## src/rtl/bus8_cmd_master.sv

```systemverilog
// Byte-stream command parser and Bus8 master: 'W' addr data / 'R' addr frames become
// single-cycle bus transactions; reads return one response byte (data or timeout code).
module bus8_cmd_master #(
  parameter int unsigned RD_TIMEOUT   = 16,
  parameter logic [7:0]  TIMEOUT_BYTE = 8'hEE
) (
  input  logic       i_Bus_Clk,
  input  logic       i_Bus_Rst_L,
  input  logic       i_Cmd_DV,
  input  logic [7:0] i_Cmd_Byte,
  input  logic       i_Rsp_Busy,
  output logic       o_Rsp_DV,
  output logic [7:0] o_Rsp_Byte,
  output logic       o_Bus_CS,
  output logic       o_Bus_Wr_Rd_n,
  output logic [7:0] o_Bus_Addr8,
  output logic [7:0] o_Bus_Wr_Data,
  input  logic [7:0] i_Bus_Rd_Data,
  input  logic       i_Bus_Rd_DV,
  output logic       o_Err
);

  localparam logic [7:0] CmdWrite = 8'h57;
  localparam logic [7:0] CmdRead  = 8'h52;
  localparam logic [7:0] LastCnt  = 8'(RD_TIMEOUT - 1);

  typedef enum logic [2:0] {
    StIdle,
    StGetAddr,
    StGetData,
    StBusWr,
    StBusRd,
    StWaitRd,
    StSendRsp
  } state_e;

  state_e     state_q, state_d;
  logic       wr_mode_q, wr_mode_d;
  logic [7:0] cnt_q, cnt_d;
  logic       cs_q, cs_d;
  logic       wr_rd_n_q, wr_rd_n_d;
  logic [7:0] addr_q, addr_d;
  logic [7:0] wdata_q, wdata_d;
  logic       rsp_dv_q, rsp_dv_d;
  logic [7:0] rsp_byte_q, rsp_byte_d;
  logic       err_q, err_d;

  always_ff @(posedge i_Bus_Clk or negedge i_Bus_Rst_L) begin
    if (!i_Bus_Rst_L) begin
      state_q    <= StIdle;
      wr_mode_q  <= 1'b0;
      cnt_q      <= 8'd0;
      cs_q       <= 1'b0;
      wr_rd_n_q  <= 1'b0;
      addr_q     <= 8'd0;
      wdata_q    <= 8'd0;
      rsp_dv_q   <= 1'b0;
      rsp_byte_q <= 8'd0;
      err_q      <= 1'b0;
    end else begin
      state_q    <= state_d;
      wr_mode_q  <= wr_mode_d;
      cnt_q      <= cnt_d;
      cs_q       <= cs_d;
      wr_rd_n_q  <= wr_rd_n_d;
      addr_q     <= addr_d;
      wdata_q    <= wdata_d;
      rsp_dv_q   <= rsp_dv_d;
      rsp_byte_q <= rsp_byte_d;
      err_q      <= err_d;
    end
  end

  // Outputs are registered, so CS / Rsp_DV are launched on the edge that enters the state
  // in which they are visible.
  always_comb begin
    state_d    = state_q;
    wr_mode_d  = wr_mode_q;
    cnt_d      = cnt_q;
    cs_d       = 1'b0;
    wr_rd_n_d  = wr_rd_n_q;
    addr_d     = addr_q;
    wdata_d    = wdata_q;
    rsp_dv_d   = 1'b0;
    rsp_byte_d = rsp_byte_q;
    err_d      = 1'b0;

    unique case (state_q)
      StIdle: begin
        if (i_Cmd_DV) begin
          if (i_Cmd_Byte == CmdWrite) begin
            wr_mode_d = 1'b1;
            state_d   = StGetAddr;
          end else if (i_Cmd_Byte == CmdRead) begin
            wr_mode_d = 1'b0;
            state_d   = StGetAddr;
          end else begin
            err_d = 1'b1;
          end
        end
      end

      StGetAddr: begin
        if (i_Cmd_DV) begin
          addr_d = i_Cmd_Byte;
          if (wr_mode_q) begin
            state_d = StGetData;
          end else begin
            state_d   = StBusRd;
            cs_d      = 1'b1;
            wr_rd_n_d = 1'b0;
          end
        end
      end

      StGetData: begin
        if (i_Cmd_DV) begin
          wdata_d   = i_Cmd_Byte;
          state_d   = StBusWr;
          cs_d      = 1'b1;
          wr_rd_n_d = 1'b1;
        end
      end

      StBusWr: begin
        err_d   = i_Cmd_DV;
        state_d = StIdle;
      end

      StBusRd: begin
        err_d   = i_Cmd_DV;
        cnt_d   = 8'd0;
        state_d = StWaitRd;
      end

      StWaitRd: begin
        err_d = i_Cmd_DV;
        // Read data on the final cycle takes priority over the timeout.
        if (i_Bus_Rd_DV) begin
          rsp_byte_d = i_Bus_Rd_Data;
          rsp_dv_d   = !i_Rsp_Busy;
          state_d    = StSendRsp;
        end else if (cnt_q == LastCnt) begin
          rsp_byte_d = TIMEOUT_BYTE;
          rsp_dv_d   = !i_Rsp_Busy;
          err_d      = 1'b1;
          state_d    = StSendRsp;
        end else begin
          cnt_d = 8'(cnt_q + 8'd1);
        end
      end

      StSendRsp: begin
        err_d = i_Cmd_DV;
        if (rsp_dv_q) begin
          state_d = StIdle;
        end else if (!i_Rsp_Busy) begin
          rsp_dv_d = 1'b1;
          state_d  = StIdle;
        end
      end

      default: state_d = StIdle;
    endcase
  end

  assign o_Bus_CS      = cs_q;
  assign o_Bus_Wr_Rd_n = wr_rd_n_q;
  assign o_Bus_Addr8   = addr_q;
  assign o_Bus_Wr_Data = wdata_q;
  assign o_Rsp_DV      = rsp_dv_q;
  assign o_Rsp_Byte    = rsp_byte_q;
  assign o_Err         = err_q;

  cs_single_cycle: assert property (@(posedge i_Bus_Clk) disable iff (!i_Bus_Rst_L)
    o_Bus_CS |=> !o_Bus_CS);
  rsp_dv_single_cycle: assert property (@(posedge i_Bus_Clk) disable iff (!i_Bus_Rst_L)
    o_Rsp_DV |=> !o_Rsp_DV);

endmodule
```

## config.mk

```make
export PLATFORM = sky130hd
export DESIGN_NAME = bus8_cmd_master
export DESIGN_NICKNAME = d
export VERILOG_FILES = /design/src/rtl/bus8_cmd_master.sv
export SDC_FILE = /design/constraint.sdc
export NUM_CORES = 1
export LEC_CHECK = 0
export ABC_AREA = 0
export BUFFER_PORTS_ARGS = -buffer_cell sky130_fd_sc_hd__buf_2
export CORE_UTILIZATION = 50
export CTS_BUF_LIST = sky130_fd_sc_hd__clkbuf_4 sky130_fd_sc_hd__clkbuf_8
export CTS_CLUSTER_DIAMETER = 120
export CTS_CLUSTER_SIZE = 12
export DETAILED_ROUTE_END_ITERATION = 10
export GPL_TIMING_DRIVEN = 0
export PLACE_DENSITY_LB_ADDON = 0.15
export SLEW_MARGIN = 10
export SYNTH_ARGS = -nofsm -noshare
export SYNTH_HDL_FRONTEND = slang
export SYNTH_SLANG_ARGS = --single-unit
```

## constraint.sdc

```tcl
create_clock -name i_Bus_Clk -period 4.1 [get_ports i_Bus_Clk]
set_input_delay 0.205 -clock i_Bus_Clk [delete_from_list [all_inputs] [get_ports i_Bus_Clk]]
set_output_delay 0.205 -clock i_Bus_Clk [all_outputs]
set_load 0.02 [all_outputs]
```

# [Word-level counts from Yosys, hierarchy flattened]
# Index checks and enable logic that the tools add are counted.
[totals] register_bits=40 input_bits=21 output_inout_bits=28 word_cells=80
[op_classes] n_addsub=1 eq_ne=18 mux=37 reduce_logical=14
[op_table] op="8-bit 2-to-1 mux" count=4
[op_table] op="3-bit 2-to-1 mux" count=10
[op_table] op="3-bit one-hot mux with 6 select lines" count=1
[op_table] op="1-bit 2-to-1 mux" count=17
[op_table] op="8-bit by 7-bit == test with 1-bit output (second input constant)" count=2
[op_table] op="8-bit one-hot mux with 2 select lines" count=1
[op_table] op="2-bit != test (second input constant)" count=6
[op_table] op="3-bit == test (second input constant)" count=3
[op_table] op="3-bit != test (second input constant)" count=3
[op_table] op="8-bit by 1-bit adder with 8-bit output (second input constant)" count=1
[op_table] op="8-bit by 4-bit == test with 1-bit output (second input constant)" count=1
[op_table] op="2-bit nonzero test" count=4
[op_table] op="3-bit by 2-bit == test with 1-bit output (second input constant)" count=2
[op_table] op="1-bit one-hot mux with 2 select lines" count=3
[op_table] op="2-bit AND reduction" count=3
[op_table] op="3-bit AND reduction" count=2
[op_table] op="6-bit AND reduction" count=1
[op_table] op="4-bit AND reduction" count=1
[op_table] op="3-bit by 1-bit == test with 1-bit output (second input constant)" count=1
[op_table] op="3-bit logical NOT" count=1
[op_table] op="1-bit one-hot mux with 3 select lines" count=1
[op_table] op="3-bit OR reduction" count=1
[op_table] op="1-bit logical NOT" count=1

# [Longest topological paths before layout]
[depth] word_depth=5 ltp_mapped=7 depth_no_buf=5

# [Worst setup path after synthesis]
# Ideal clock, no wire load.
[synth_path] path_type="register to register" from="register cnt_q[5]" to="register rsp_byte_q[1], in the netlist o_Rsp_Byte[1]" setup_time_ps=126 arrival_ps=1673 t_required_ps=3974 path_slack_ps=2301 path_stages_with_launch=6 path_buffers=1 path_cell_list="dfrtp_1 > nor4_4 > a21oi_1 > or3_1 > buf_6 > a221o_1"
[synth_via] elab_chain_len=3
[synth_lines] item="start: declaration" line="39" source="logic [7:0] cnt_q, cnt_d;"
[synth_lines] item="start signal: assignment" line="63" source="cnt_q <= cnt_d;"
[synth_lines] item="8-bit by 4-bit == test with 1-bit output" line="143" source="end else if (cnt_q == LastCnt) begin"
[synth_lines] item="2-bit nonzero test (no line)"
[synth_lines] item="2-bit AND reduction (no line)"
[synth_lines] item="end signal: assignment" line="69" source="rsp_byte_q <= rsp_byte_d;"
[synth_lines] item="end: declaration" line="45" source="logic [7:0] rsp_byte_q, rsp_byte_d;"
# Every way passes these cells.
# A chain may end at the register's enable or synchronous reset.

# [Final worst setup path]
[layout_path] from="register cnt_q[4]" to="register state_q[0]"
[layout_via] elab_chain_len=3
[layout_lines] item="8-bit by 4-bit == test with 1-bit output" line="143"
[layout_lines] item="3-bit != test (no line)"
[layout_lines] item="6-bit AND reduction (no line)"
[layout_lines] item="end signal: assignment" line="50" source="state_q <= StIdle;"
[layout_lines] item="end signal: assignment" line="61" source="state_q <= state_d;"
[layout_lines] item="end: declaration" line="37" source="state_e state_q, state_d;"
# Every way passes these cells.

==> flow_metrics.env <==
export IMPL_post_route_period_util_pct=49.3
export IMPL_hold_path_class="primary input to register"
export IMPL_crit_type="register to register"
export IMPL_cap_violations=0
export IMPL_final_area_um2=2220
export IMPL_fin_nets=230
export IMPL_gr_max_usage_layer="met2"
export IMPL_cp_data_required_time_ns=4.31
export IMPL_vdd_drop_max_mv=0.417
export IMPL_synth_edf_count=0
export IMPL_initial_core_util_pct=53.1
export IMPL_synth_area_leader_cell="dfrtp_1"
export IMPL_grt_use_met2_pct=35.4
export IMPL_cts_resized=0
export IMPL_setup_viol=0
export IMPL_cts_buffers=5
export IMPL_tightest_slew_ns=0.935
export IMPL_async_reset_ff_share_pct=100
export IMPL_ys_flop_type="dfrtp_1"
export IMPL_synth_top_area_share_pct=55.2
export IMPL_io_pins=49
export IMPL_cp_arrival_ns=2.24
export IMPL_period_needed_ns=2.02
export IMPL_via_count=1399
export IMPL_clock_latency_ns=0.33
export IMPL_area_growth_pct=22.2
export IMPL_cts_root_buffer="clkbuf_4"
export IMPL_crit_path_max_incr_delay_ns=0.68
export IMPL_setup_tns_ns=0
export IMPL_cp_num_cells=3
export IMPL_drcViolationCount=0
export IMPL_endpoint_kind="register"
export IMPL_power_density_nw_per_um2=686
export IMPL_clkTransAtPathRegs_ns=0.12
export IMPL_drive_gt1_share_pct=39.2
export IMPL_die_area_um2=3870
export IMPL_p_leak_nw=1.07
export IMPL_yosysSeqAreaShare_pct=55.2
export IMPL_netlist_area_um2=1810
export IMPL_dp_hpwl_mm=2.68
export IMPL_status="completed"
export IMPL_wire_per_inst_um=14.2
export IMPL_grt_first_pass_wirelength_mm=6.29
export IMPL_startpoint_type="register"
export IMPL_fmax_mhz=495
export IMPL_synth_area_top_cells="dfrtp_1, mux2_2, a221o_1, nand2_1, nor2_1"
export IMPL_fp_dieH_um=62.2
export IMPL_critPathTopFamily="simple AND/OR/NAND/NOR gates"
export IMPL_synth_seq_cells=40
export IMPL_gp_congestion=0.801
export IMPL_first_pass_iters=4
export IMPL_synth_common_cells="dfrtp_1, mux2_2, nand2_1, nor2_1, a221o_1"
export IMPL_grt_use_met3_pct=4.23
export IMPL_rows=21
export IMPL_syn_inst=152
export IMPL_hold_depth=2
export IMPL_core_um2=3420
export IMPL_grt_setup_unrepaired="no"
export IMPL_slew_headroom_pct=37.5
export IMPL_skew_ns=0.00993
export IMPL_ys_types=40
export IMPL_antenna_found_initial=0
export IMPL_cts_buffer_depth=2
export IMPL_antenna_cells=0
export IMPL_syn_num_nets=174
export IMPL_port_buffers=48
export IMPL_grt_pass1_vias=1413
export IMPL_path_cells="nor4_4 > a21oi_1 > or4b_2"
export IMPL_cts_tree="done"
export IMPL_die_w_um=62.2
export IMPL_worstPathMaxFanout=7
export IMPL_synth_most_common_cell="dfrtp_1"
export IMPL_drt_first_iter_violations=85
export IMPL_cts_sinks=40
export IMPL_vias_per_cell=5.49
export IMPL_track_usage_pct=20.4
export IMPL_worst_path_buf_inv=0
export IMPL_dpl_instance_area_um2=2110
export IMPL_yosysWarningCount=0
export IMPL_report_final_slew_viol_count=0
export IMPL_syn_area_per_cell_um2=11.9
export IMPL_use_met1_pct=24.9
export IMPL_h_tree_depth=2
export IMPL_hold_violations=0
export IMPL_wirelength_mm=3.62
export IMPL_grt_max_degree=41
export IMPL_grt_overflow=0
export IMPL_cp_slowest_cell="or4b_2"
export IMPL_ff2ff_path_depth=3
export IMPL_ant_nets=0
-- area by class of cell --
| cell class | instances | area, um^2 |
|---|---|---|
| clock inverter | 1 | 30.0 |
| sequential | 40 | 1000 |
| timing repair buffer | 49 | 250 |
| clock buffer | 7 | 65.1 |
| inverter | 1 | 3.75 |
| multi-input combinational | 105 | 767 |
| buffer | 6 | 41.3 |
| fill | 296 | 1200 |
| tap | 46 | 57.6 |
-- repair_timing --
action                    4_1_cts  5_1_grt
hold endpoints to repair       40        0
setup buffers                   0        0
hold buffers                    1        0
-- power breakdown --
group          total [mW]  internal, mW  switching (mW)
clock               0.285         0.162           0.123
combinational       0.600         0.261           0.339
sequential          0.635         0.545          0.0899
-- worst paths after layout --
path                                    start               end  slack (ns)
worst max register to register       cnt_q[4]        state_q[0]        2.08
worst min-delay path               i_Rsp_Busy          o_Rsp_DV        0.03
min in group asynchronous         i_Bus_Rst_L          cnt_q[4]        0.50
max in group asynchronous         i_Bus_Rst_L  o_Bus_Wr_Data[7]        3.06
worst min register to register  o_Bus_Wr_Rd_n     o_Bus_Wr_Rd_n        0.49
worst max-delay path                 cnt_q[4]        state_q[0]        2.08
-- worst reg2reg max path, cell delays in order, from the launching register on --
cell,delay [ns]
dfrtp_1,0.48
nor4_4,0.44
a21oi_1,0.29
or4b_2,0.68
-- flip-flops by register name, summed over array words and instances, names as in the netlist --
name	cells
o_Bus_Addr8	8
o_Bus_CS	1
cnt_q	8
o_Bus_Wr_Data	8
state_q	3
o_Err	1
o_Rsp_Byte	8
o_Bus_Wr_Rd_n	1
wr_mode_q	1
o_Rsp_DV	1
-- cells in the final DEF, fill, tap and decap left out, drive strengths merged, types with 2 or more instances in the layout --
cell,synthesis,final
nand2,15,15
a22o,3,3
nand2b,4,4
clkbuf,1,8
a2111oi,3,3
a221o,6,6
mux2i,4,4
nor2,13,13
nand3,2,2
dfrtp,40,40
mux2,16,16
nand4,2,2
nor2b,3,3
xnor2,4,4
and2,2,2
buf,5,53
o21ai,4,4
o211ai,2,2
a21oi,5,5
-- stage by stage --
stage / power [mW] / utilization, % / hold slack, ns / setup slack [ns] / cells
global placement: 1.22 / 61.8 / 0.356 / 2.16 / 246
floorplan: 1.04 / - / -0.0906 / 2.30 / 152
global route: 1.61 / 64.9 / 0.0165 / 1.98 / 255
CTS: 1.53 / 64.9 / 0.0250 / 2.10 / 255
finish: 1.52 / 64.9 / 0.0333 / 2.08 / 255
detailed placement: 1.25 / 61.8 / 0.362 / 2.12 / 246
-- logic make-up (layout without fill, tap and decap cells) --
group / count (synthesis) / count (layout) / synth area share (%)
AO/OA/AOI/OAI: 26 / 26 / 10.9
XOR/XNOR: 5 / 5 / 2.42
adder cells (fa/ha/maj): 1 / 1 / 0.690
buffers and inverters: 7 / 64 / 2.48
flip-flops: 40 / 40 / 55.2
multiplexers: 20 / 20 / 12.1
AND/OR/NAND/NOR: 53 / 53 / 16.1
-- metal layers --
| metal | vias to the layer above | wire, um |
|---|---|---|
| met5 | - | 0 |
| met4 | 0 | 27 |
| met3 | 4 | 151 |
| met2 | 41 | 1860 |
| met1 | 691 | 1590 |
| li1 | 663 | - |
Note: power is estimated with default switching activity, not from simulation.
